==> config.mk <==
export PLATFORM = sky130hd
export DESIGN_NAME = octave_bin_scheduler_flat
export DESIGN_NICKNAME = d
export VERILOG_FILES = /design/src/rtl/octave_bin_scheduler_pkg.sv /design/src/rtl/octave_bin_scheduler_if.sv /design/src/rtl/octave_bin_scheduler_trailing_ones.sv /design/src/rtl/octave_bin_scheduler.sv /design/src/flat_wrapper.sv
export SDC_FILE = /design/constraint.sdc
export NUM_CORES = 1
export LEC_CHECK = 0
export BUFFER_PORTS_ARGS = -buffer_cell sky130_fd_sc_hd__buf_4
export CAP_MARGIN = 40
export CORE_MARGIN = 2
export CORE_UTILIZATION = 30
export CTS_CLUSTER_DIAMETER = 50
export DETAILED_ROUTE_END_ITERATION = 12
export PLACE_DENSITY = 0.54
export RECOVER_POWER = 25
export REMOVE_ABC_BUFFERS = 1
export SETUP_SLACK_MARGIN = 0.1
export SLEW_MARGIN = 25
export SYNTH_ARGS = -nofsm -noshare
export SYNTH_HDL_FRONTEND = slang
export SYNTH_SLANG_ARGS = --single-unit
==> constraint.sdc <==
create_clock -name clk -period 4.9 [get_ports clk]
set_clock_uncertainty 0.15 [all_clocks]
set_input_delay 0.735 -clock clk [delete_from_list [all_inputs] [get_ports clk]]
set_output_delay 0.735 -clock clk [all_outputs]
set_load 0.005 [all_outputs]
==> src/rtl/octave_bin_scheduler_pkg.sv <==
// Shared scheduler definitions: default bin/octave geometry and FSM state encoding.
// The table modules import the same defaults so all geometry stays consistent.
package cchw_sched_pkg;

  localparam int unsigned BINS = 24;
  localparam int unsigned OCTS = 5;

  typedef enum logic [1:0] {
    StIdle,
    StRun,
    StDone
  } sched_state_e;

endpackage

==> src/rtl/octave_bin_scheduler_if.sv <==
// Sample-in and datapath-step handshake bundle for the octave/bin scheduler.
// The master side is the sample producer plus datapath; the slave side is the scheduler.
interface octave_bin_scheduler_if
  import cchw_sched_pkg::*;
#(
  parameter int unsigned Bins = BINS,
  parameter int unsigned Octs = OCTS
);
  localparam int unsigned BinW = $clog2(Bins);
  localparam int unsigned OctW = $clog2(Octs);

  logic            in_valid;
  logic            in_ready;
  logic            step_valid;
  logic            step_ready;
  logic [OctW-1:0] step_oct;
  logic [BinW-1:0] step_bin;
  logic            step_first;
  logic            step_last;
  logic [Octs-1:0] increment;
  logic            sample_done;

  modport master (
    output in_valid, step_ready,
    input  in_ready, step_valid, step_oct, step_bin, step_first, step_last, increment,
           sample_done
  );

  modport slave (
    input  in_valid, step_ready,
    output in_ready, step_valid, step_oct, step_bin, step_first, step_last, increment,
           sample_done
  );
endinterface

==> src/rtl/octave_bin_scheduler_trailing_ones.sv <==
// Last due octave for a sample phase: the count of trailing ones in the phase,
// saturated at Octs-1. Octs must be at least 2.
module trailing_ones_count
  import cchw_sched_pkg::*;
#(
  parameter int unsigned Octs = OCTS
) (
  input  logic [Octs-2:0]         i_phase,
  output logic [$clog2(Octs)-1:0] o_last_oct
);
  localparam int unsigned OctW = $clog2(Octs);

  logic [OctW-1:0] w_count;
  logic            w_run;

  always_comb begin
    w_count = '0;
    w_run   = 1'b1;
    for (int i = 0; i < int'(Octs) - 1; i++) begin
      w_run = w_run & i_phase[i];
      if (w_run) w_count = w_count + OctW'(1);
    end
    o_last_oct = (w_count > OctW'(Octs - 1)) ? OctW'(Octs - 1) : w_count;
  end
endmodule

==> src/rtl/octave_bin_scheduler.sv <==
// Walks (octave, bin) steps for each accepted sample; octaves due follow the
// decimation schedule set by the sample phase counter.
module octave_bin_scheduler
  import cchw_sched_pkg::*;
#(
  parameter int unsigned Bins = BINS,
  parameter int unsigned Octs = OCTS
) (
  input  logic                   clk,
  input  logic                   rst,
  octave_bin_scheduler_if.slave  io_sched
);
  localparam int unsigned BinW = $clog2(Bins);
  localparam int unsigned OctW = $clog2(Octs);
  localparam int unsigned PhW  = Octs - 1;

  sched_state_e    r_state, w_state_d;
  logic [PhW-1:0]  r_phase, w_phase_d;
  logic [OctW-1:0] r_oct, w_oct_d;
  logic [BinW-1:0] r_bin, w_bin_d;
  logic [OctW-1:0] r_last, w_last_d;
  logic [OctW-1:0] w_due_last;
  logic            w_fire;

  trailing_ones_count #(
    .Octs (Octs)
  ) u_trailing_ones (
    .i_phase    (r_phase),
    .o_last_oct (w_due_last)
  );

  always_ff @(posedge clk) begin
    if (rst) begin
      r_state <= StIdle;
      r_phase <= '0;
      r_oct   <= '0;
      r_bin   <= '0;
      r_last  <= '0;
    end else begin
      r_state <= w_state_d;
      r_phase <= w_phase_d;
      r_oct   <= w_oct_d;
      r_bin   <= w_bin_d;
      r_last  <= w_last_d;
    end
  end

  always_comb begin
    w_state_d = r_state;
    w_phase_d = r_phase;
    w_oct_d   = r_oct;
    w_bin_d   = r_bin;
    w_last_d  = r_last;
    unique case (r_state)
      StIdle: begin
        if (io_sched.in_valid) begin
          w_last_d  = w_due_last;
          w_oct_d   = '0;
          w_bin_d   = '0;
          w_state_d = StRun;
        end
      end
      StRun: begin
        if (io_sched.step_ready) begin
          if (r_bin != BinW'(Bins - 1)) begin
            w_bin_d = r_bin + BinW'(1);
          end else if (r_oct != r_last) begin
            w_oct_d = r_oct + OctW'(1);
            w_bin_d = '0;
          end else begin
            w_state_d = StDone;
          end
        end
      end
      StDone: begin
        // Phase advances only once the whole sample has been walked.
        w_phase_d = r_phase + PhW'(1);
        w_state_d = StIdle;
      end
      default: w_state_d = StIdle;
    endcase
  end

  always_comb begin
    io_sched.in_ready    = (r_state == StIdle);
    io_sched.step_valid  = (r_state == StRun);
    io_sched.step_oct    = r_oct;
    io_sched.step_bin    = r_bin;
    io_sched.step_first  = (r_state == StRun) && (r_oct == '0) && (r_bin == '0);
    io_sched.step_last   = (r_state == StRun) && (r_oct == r_last)
                           && (r_bin == BinW'(Bins - 1));
    io_sched.sample_done = (r_state == StDone) && !rst;
    // Gated by rst so an aborted step never bumps a table counter.
    w_fire               = io_sched.step_valid && io_sched.step_ready && !rst;
    io_sched.increment   = '0;
    for (int i = 0; i < int'(Octs); i++) begin
      io_sched.increment[i] = w_fire && (r_oct == OctW'(i));
    end
  end
endmodule

==> src/flat_wrapper.sv <==
// flat-port wrapper written by rule: the top's interface ports become plain ports
module octave_bin_scheduler_flat import cchw_sched_pkg::*;
#(
  parameter int unsigned Bins = BINS,
  parameter int unsigned Octs = OCTS
)
  (clk, rst, io_sched_in_valid, io_sched_step_ready, io_sched_in_ready, io_sched_step_valid, io_sched_step_oct, io_sched_step_bin, io_sched_step_first, io_sched_step_last, io_sched_increment, io_sched_sample_done);
  octave_bin_scheduler_if #(.Bins(Bins), .Octs(Octs)) io_sched_i ();
  input  logic clk;
  input  logic rst;
  input wire logic [$bits(io_sched_i.in_valid)-1:0] io_sched_in_valid;
  input wire logic [$bits(io_sched_i.step_ready)-1:0] io_sched_step_ready;
  output wire logic [$bits(io_sched_i.in_ready)-1:0] io_sched_in_ready;
  output wire logic [$bits(io_sched_i.step_valid)-1:0] io_sched_step_valid;
  output wire logic [$bits(io_sched_i.step_oct)-1:0] io_sched_step_oct;
  output wire logic [$bits(io_sched_i.step_bin)-1:0] io_sched_step_bin;
  output wire logic [$bits(io_sched_i.step_first)-1:0] io_sched_step_first;
  output wire logic [$bits(io_sched_i.step_last)-1:0] io_sched_step_last;
  output wire logic [$bits(io_sched_i.increment)-1:0] io_sched_increment;
  output wire logic [$bits(io_sched_i.sample_done)-1:0] io_sched_sample_done;
  assign io_sched_i.in_valid = io_sched_in_valid;
  assign io_sched_i.step_ready = io_sched_step_ready;
  assign io_sched_in_ready = io_sched_i.in_ready;
  assign io_sched_step_valid = io_sched_i.step_valid;
  assign io_sched_step_oct = io_sched_i.step_oct;
  assign io_sched_step_bin = io_sched_i.step_bin;
  assign io_sched_step_first = io_sched_i.step_first;
  assign io_sched_step_last = io_sched_i.step_last;
  assign io_sched_increment = io_sched_i.increment;
  assign io_sched_sample_done = io_sched_i.sample_done;
  octave_bin_scheduler #(.Bins(Bins), .Octs(Octs)) u_core (.clk(clk), .rst(rst), .io_sched(io_sched_i));
endmodule
==> results of run 1 <==
power by group through the flow:
stage | Combinational, mW | Clock [mW] | Sequential, mW
3_5_place_dp | 0.0580 | 0 | 0.161
4_1_cts | 0.0582 | 0.107 | 0.158
2_1_floorplan | 0.0320 | 0 | 0.159
3_3_place_gp | 0.0582 | 0 | 0.160
6_report | 0.0571 | 0.109 | 0.158
5_1_grt | 0.0653 | 0.115 | 0.158
metal layers:
layer	wire, um	vias up
li1	-	510
met1	1160	469
met2	1260	16
met3	50	4
met4	38	0
met5	0	-
layout make-up:
class	count	area, um^2	area share [%]
Sequential cell	17	340	24.6
Tap cell	48	60.1	4.34
Inverter	13	48.8	3.52
Clock buffer	4	45.0	3.25
Multi-Input combinational cell	98	733	52.9
Timing Repair Buffer	21	158	11.4
how the worst min path moves through the flow:
stage / cells past startpoint / to / slack (ns) / start
after floorplan: 1 / u_core.r_last[1]$_SDFFE_PP0P_ / 0.34 / u_core.r_last[1]$_SDFFE_PP0P_
after global placement: 1 / u_core.r_last[1]$_SDFFE_PP0P_ / 0.36 / u_core.r_last[1]$_SDFFE_PP0P_
after detailed placement: 2 / u_core.io_sched.step_bin[3]$_SDFFE_PP0P_ / 0.38 / u_core.io_sched.step_bin[3]$_SDFFE_PP0P_
after CTS: 2 / u_core.io_sched.step_bin[3]$_SDFFE_PP0P_ / 0.39 / u_core.io_sched.step_bin[3]$_SDFFE_PP0P_
after global routing: 1 / u_core.r_last[1]$_SDFFE_PP0P_ / 0.41 / u_core.r_last[1]$_SDFFE_PP0P_
final: 2 / u_core.io_sched.step_bin[3]$_SDFFE_PP0P_ / 0.39 / u_core.io_sched.step_bin[3]$_SDFFE_PP0P_
registers in the layout, summed over array words and instances (netlist names):
signal	flops
u_core.r_last	3
u_core.r_phase	4
u_core.io_sched.step_oct	3
u_core.r_state	2
u_core.io_sched.step_bin	5
tightest hold or removal path, cell delays in order (launching register included):
cell and delay [ns]:
dfxtp_1 0.36, inv_1 0.08, a21oi_1 0.05
cells in the mapped netlist (2+ instances only):
cell type	number	share of area [%]
nor2_1	9	3.0
o2bb2ai_1	2	1.5
dfxtp_1	17	30
inv_1	12	4.0
o21ai_0	4	1.8
ha_1	12	13
a21o_1	2	1.3
nand3_1	3	1.3
nor4_1	2	1.1
a31oi_1	3	1.6
xor2_1	6	4.6
and2_1	7	3.8
nand4_1	4	2.2
or3_1	2	1.1
nand2b_1	2	1.1
mux2i_1	3	2.6
nand2_1	12	4.0
a21oi_1	4	1.8
xnor2_1	2	1.5
logic make-up (layout without fill, tap and decap cells):
| family | Yosys count | after routing | synth area share, % |
|---|---|---|---|
| and+or+nand+nor | 51 | 51 | 26.9 |
| muxes | 3 | 3 | 2.64 |
| adders and majority gates | 12 | 12 | 13.2 |
| buffers and inverters | 16 | 38 | 5.60 |
| AOI/OAI and AO/OA | 24 | 24 | 15.6 |
| DFF | 17 | 17 | 29.9 |
| xor gates and xnor gates | 8 | 8 | 6.15 |
per-stage QoR:
| stage | cells | hold slack (ns) |
|---|---|---|
| finish | 201 | 0.388 |
| global route | 201 | 0.410 |
| CTS | 201 | 0.389 |
| detailed placement | 197 | 0.380 |
| global placement | 197 | 0.361 |
| floorplan | 128 | 0.339 |
==> results.md, run 1 <==
- Gr ovfl total: 0
- CP Depth: 6
- Clock share of power: 33.7%
- Tightest Hold Check Type: reg2reg
- Unrepaired setup endpoints after global routing: no
- Initial antenna violation count: 0
- GR peak layer: met2
- Buf/Inv on CP: 2
- Worst slack, placed: 2.36 ns
- Worst skew pair latency: 0.25 ns
- Clock Path Buffers: 2
- Fraction of layout cells with a size suffix above 1: 19.6%
- Number of H-tree levels: 1
- # diodes: 0
- First-pass GRT wire length: 4240 um
- Leak Pwr: 0.641 nW
- Post-synth cell types: 42
- Row Count: 22
- Detailed Route Iter0 Violations: 86
- Worst R2R End: u_core.r_last[1]$_SDFFE_PP0P_
- Critical-path top delay cell: dfxtp_1
- Max Fanout on Critical Path: 8
- CTS sink cnt: 17
- IO Port Bufs: 21
- Worst Tran Pin Value: 0.367 ns
- Syn avg cell area: 8.69 um^2
- Postcts setup bufs: 0
- Die height: 65.6 um
- Family with the most delay on the worst path: simple AND/OR/NAND/NOR gates
- Fraction of registers with async set/reset: 0%
- Pint: 0.232 mW
- Hold bufs inserted after CTS: 0
- Die area: 4300 um^2
- Total core area: 3660 um^2
- Routed Wire Length: 2500 um
- Mapped cell area: 1140 um^2
- Largest net degree at the start of global routing: 13
- Wire per inst: 12.5 um
- Setup slack, reg-to-reg: 2.66 ns
- Tot GR Track Use: 12.7%
- Slew Viols, Final: 0
- Logic pwr share: 17.6%
- Number of global-route vias before repair: 939
- Type of origin of the critical path: flop
- Finished Core Util: 37.8%
- Sw Share: 28.5%
- Seq/Total Area, Yosys: 29.9%
- Relative slew slack: 75.3%
- Starting Density: 31.1%
- Seq pwr share: 48.7%
- Yosys warnings: 0
- FILL cells: 377
- Number of synthesized flops with an enable pin: 0
- Ys flop type: dfxtp_1
- Min Tclk post-route: 2.82 ns
- CTS resizes: 0
- IO Pins: 22
- Most frequent cells in the layout: buf_4, dfxtp_1, inv_1, nand2_1, ha_1
- Post-route setup slack: 2.08 ns
- CTS Buf Count: 3
- CP startpoint: u_core.io_sched.step_bin[0]$_SDFFE_PP0P_
- Total Power: 0.324 mW
- Crit-path cells: ha_1 -> nand4b_4 -> nor4_4 -> nand2_1 -> inv_1 -> buf_4
- Setup TNS: 0 ns
- Switch Pwr: 0.0921 mW
- Final Hold Fails: 0
- CP Capture Point: io_sched_step_last
- Pwr per Cell Area: 234 nW/um^2
- Post-route cell area: 1390 um^2
- Met1 usage in global routing: 15.3%
- Area Growth Syn to Fin: 21.6%
- Gp weighted congestion: 0.742
- VDD IR max: 0.0683 mV
- DRT Pass-1 Iters: 4
- Setup CP Type: reg2out
- Placed instance area: 1340 um^2
- Worst R2R Start: u_core.r_phase[0]$_SDFFE_PP0N_
- Met3 Track Usage GR: 1.54%
- Die X: 65.6 um
- Residual DRC: 0
- Root Buffer: clkbuf_8
- Worst reg2reg path depth: 8
- CTS tree: built
- Critical Path End Type: output port
- Vias per std cell: 4.97
- Seq cells post-synth: 17
- DR vias: 999
- Fin crit share: 57.5%
- Clk pin slew, worst setup/hold paths: 0.07 ns
- CP required: 4.01 ns
- Worst endpoint data arrival time: 1.93 ns
- Run status: complete, no violations
- Routed Antenna Nets: 0
- Crit-path max cell delay: 0.46 ns
- Met2 GRT Util: 23.0%
- Fin nets: 170
- Fmax: 355 MHz
- Half-perimeter wire length after placement: 1970 um
- Finish-stage setup viols: 0
- Syn Inst Count: 131
- Max_cap viols: 0
Power figures use the tool's default switching activity.
==> inputs of run 2 (changes only) <==
ABC_AREA = 1   (was not set)
PLACE_DENSITY = 0.55   (was 0.54)
clock period = 2.3 ns   (was 4.9 ns; I/O delays follow)
==> run 2 against run 1 <==
  * Highest routed layer unchanged
  * Critical path type unchanged
  * Global-route usage decreased by 0.68 points
  * Critical endpoint unchanged
  * Via count increased by 7.2%
  * Register-to-register slack got worse by 2.4 ns
==> results.md, run 2 <==
- Area Growth Syn to Fin: 23.9%
- CP startpoint: u_core.io_sched.step_bin[0]$_SDFFE_PP0P_
- Total core area: 3720 um^2 (+1.5%)
- Setup CP Type: reg2out
- DRT Pass-1 Iters: 6 (+2)
- First-pass GRT wire length: 4170 um (-1.6%)
- Top-count cell post-synth: nand2_1
- Die height: 66.8 um (+1.9%)
- Detailed Route Iter0 Violations: 50 (-42%)
- CTS sink cnt: 17 (unchanged)
- Finished Core Util: 39.5% (+1.7 points)
- Pwr per Cell Area: 603 nW/um^2 (+160%)
- Fraction of layout cells with a size suffix above 1: 21.8% (+2.2 points)
- Clk pin slew, worst setup/hold paths: 0.07 ns (about the same)
- Commonest cells post-synth: nand2_1, nor2_1, inv_1, dfxtp_1
- Max FFs per register: 5 (unchanged)
- Fin crit share: 89.7%
- Half-perimeter wire length after placement: 1930 um (-2.4%)
- Fraction of registers with async set/reset: 0% (unchanged)
- Tot GR Track Use: 12.0% (-0.68 points)
- Worst hold margin: 0.193 ns (-0.194 ns)
- Fin nets: 214 (+26%)
- Setup slack, reg-to-reg: 0.29 ns (-2.37 ns)
- Hold bufs inserted after CTS: 0 (unchanged)
- Die X: 66.8 um (+1.9%)
- Number of H-tree levels: 1 (unchanged)
- Area leader, netlist: dfxtp_1
- Vias per std cell: 4.37 (-12%)
- Unrepaired setup endpoints after global routing: no
- Leak Pwr: 0.705 nW (+10%)
- Wire per inst: 10.1 um (-19%)
- Final Hold Fails: 0 (unchanged)
- Postcts setup bufs: 0 (unchanged)
- Root Buffer: clkbuf_8
- Fin cells: 245 (+22%)
- FILL cells: 419 (+11%)
- Gr ovfl total: 0 (unchanged)
- Number of global-route vias before repair: 950 (+1.2%)
- Initial antenna violation count: 0 (unchanged)
- Starting Density: 31.9% (+0.79 points)
- Area contributors post-synth: dfxtp_1, ha_1, nand2_1
- Max Fanout on Critical Path: 8 (unchanged)
- Slew Viols, Final: 0 (unchanged)
- Residual DRC: 0 (unchanged)
- Row Count: 22 (unchanged)
- CTS tree: built
- # diodes: 0 (unchanged)
- CTS Buf Count: 3 (unchanged)
- Seq/Total Area, Yosys: 28.7% (-1.2 points)
- Worst hold path startpoint: rst
- Gp weighted congestion: 0.820 (+10%)
- Run status: complete, no violations
- Largest net degree at the start of global routing: 11 (-2)
- DR vias: 1,071 (+7.2%)
- Worst endpoint data arrival time: 1.57 ns (-0.36 ns)
- Worst Tran Pin Value: 0.376 ns (+0.00877 ns)
- Yosys warnings: 0 (unchanged)
- Setup TNS: 0 ns (unchanged)
- Share of the synthesized area in the top cell type: 28.7% (-1.2 points)
- Fmax: 485 MHz
- Clock Path Buffers: 2 (unchanged)
- VDD IR max: 0.176 mV (+160%)
- Min Tclk post-route: 2.06 ns
- DP Cell Count: 241 (+22%)
- Relative slew slack: 74.8% (-0.58 points)
- Syn avg cell area: 6.89 um^2 (-21%)
- Routed Antenna Nets: 0 (unchanged)
- Finish-stage setup viols: 0 (unchanged)
- Die area: 4470 um^2 (+3.8%)
- Routed Wire Length: 2480 um (-0.96%)
- IO Pins: 22 (unchanged)
- Ys flop type: dfxtp_1
- Mapped cell area: 1180 um^2 (+4.1%)
- Most frequent cells in the layout: nand2_1, nor2_1, inv_1, buf_4, dfxtp_1
- Most common cell after layout, fill and taps aside: nand2_1
- Tightest Hold Check Type: in2reg
- CP required: 1.80 ns (-2.21 ns)
- Worst R2R Start: u_core.r_phase[0]$_SDFFE_PP0N_
- Post-synth cell types: 28 (-33%)
- Seq cells post-synth: 17 (unchanged)
- Critical Path End Type: output port
- IO Port Bufs: 21 (unchanged)
- Syn Inst Count: 172 (+31%)
- Type of origin of the critical path: flop
- Worst skew pair latency: 0.25 ns (about the same)
- Max_cap viols: 0 (unchanged)
- Number of synthesized flops with an enable pin: 0 (unchanged)
## run 2: changes by cell type after synthesis, moves of 3 or more
cell	before	now
a31oi_1	3	0
nor2_1	9	30
nor2_2	0	4
mux2i_1	3	0
nand3_1	3	12
inv_2	1	5
a21oi_1	4	10
and2_1	7	0
nand4_1	4	1
inv_1	12	20
nor3_1	1	4
nand2_1	12	32
xor2_1	6	3
## run 2: path summary, 6_finish.rpt
check,cells past startpoint,endpoint
setup / recovery,6,io_sched_step_last
hold / removal,2,u_core.r_last[0]$_SDFFE_PP0P_
setup reg to reg,8,u_core.r_last[1]$_SDFFE_PP0P_
hold reg to reg,2,u_core.r_last[1]$_SDFFE_PP0P_
## run 2: timing repair
action | in CTS | in global routing
gates resized for setup | 0 | 3
endpoints found under the hold margin | 0 | 0
endpoints found under the setup margin | 0 | 3
## run 2: routing by layer
layer  GRT usage (%)  part of all wire, %  up-vias
met5               0                    0        -
met4            4.59                  1.3        0
met3            1.18                  3.2        2
met2            19.3                   42       16
met1            16.6                   53      457
li1                -                    -      596
## run 2: worst max-delay path: stages, from the launching register on
cell and delay [ns]:
dfxtp_1 0.42, ha_1 0.24, nand3_2 0.12, nor2_4 0.16, nand4_4 0.18, inv_1 0.09, buf_4 0.11
## run 2: logic make-up (layout without fill, tap and decap cells)
group / after synthesis / count (layout) / share of synthesized area, %
compound gates: 18 / 18 / 8.34
xor+xnor: 5 / 5 / 3.70
fa+ha+maj: 12 / 12 / 12.7
buf+inv: 27 / 52 / 8.55
flops: 17 / 17 / 28.7
mux: 1 / 1 / 0.950
simple gates: 92 / 92 / 37.1
## run 2: final cells by class
type	count	area (um^2)	share of cell area, %
inverters	26	97.6	6.65
multi-input cells	128	759	51.7
flip-flops and latches	17	340	23.2
repair buffers	22	165	11.3
clock buffers	4	45.0	3.07
well taps	48	60.1	4.09
## run 2: through the flow
stage / power, mW / area (um^2) / setup slack [ns]
after global routing: 0.960 / 1470 / 0.116
after floorplan: 0.564 / 1180 / 0.380
final: 0.885 / 1470 / 0.238
after CTS: 0.899 / 1450 / 0.153
after global placement: 0.667 / 1410 / 0.303
after detailed placement: 0.666 / 1410 / 0.277
## run 2: where the power goes
part	switching, mW	total [mW]	internal [mW]	leakage (nW)
sequential	0.0386	0.362	0.323	0.139
combinational	0.173	0.298	0.125	0.543
clock	0.102	0.225	0.123	0.0228
total	0.314	0.885	0.571	0.705
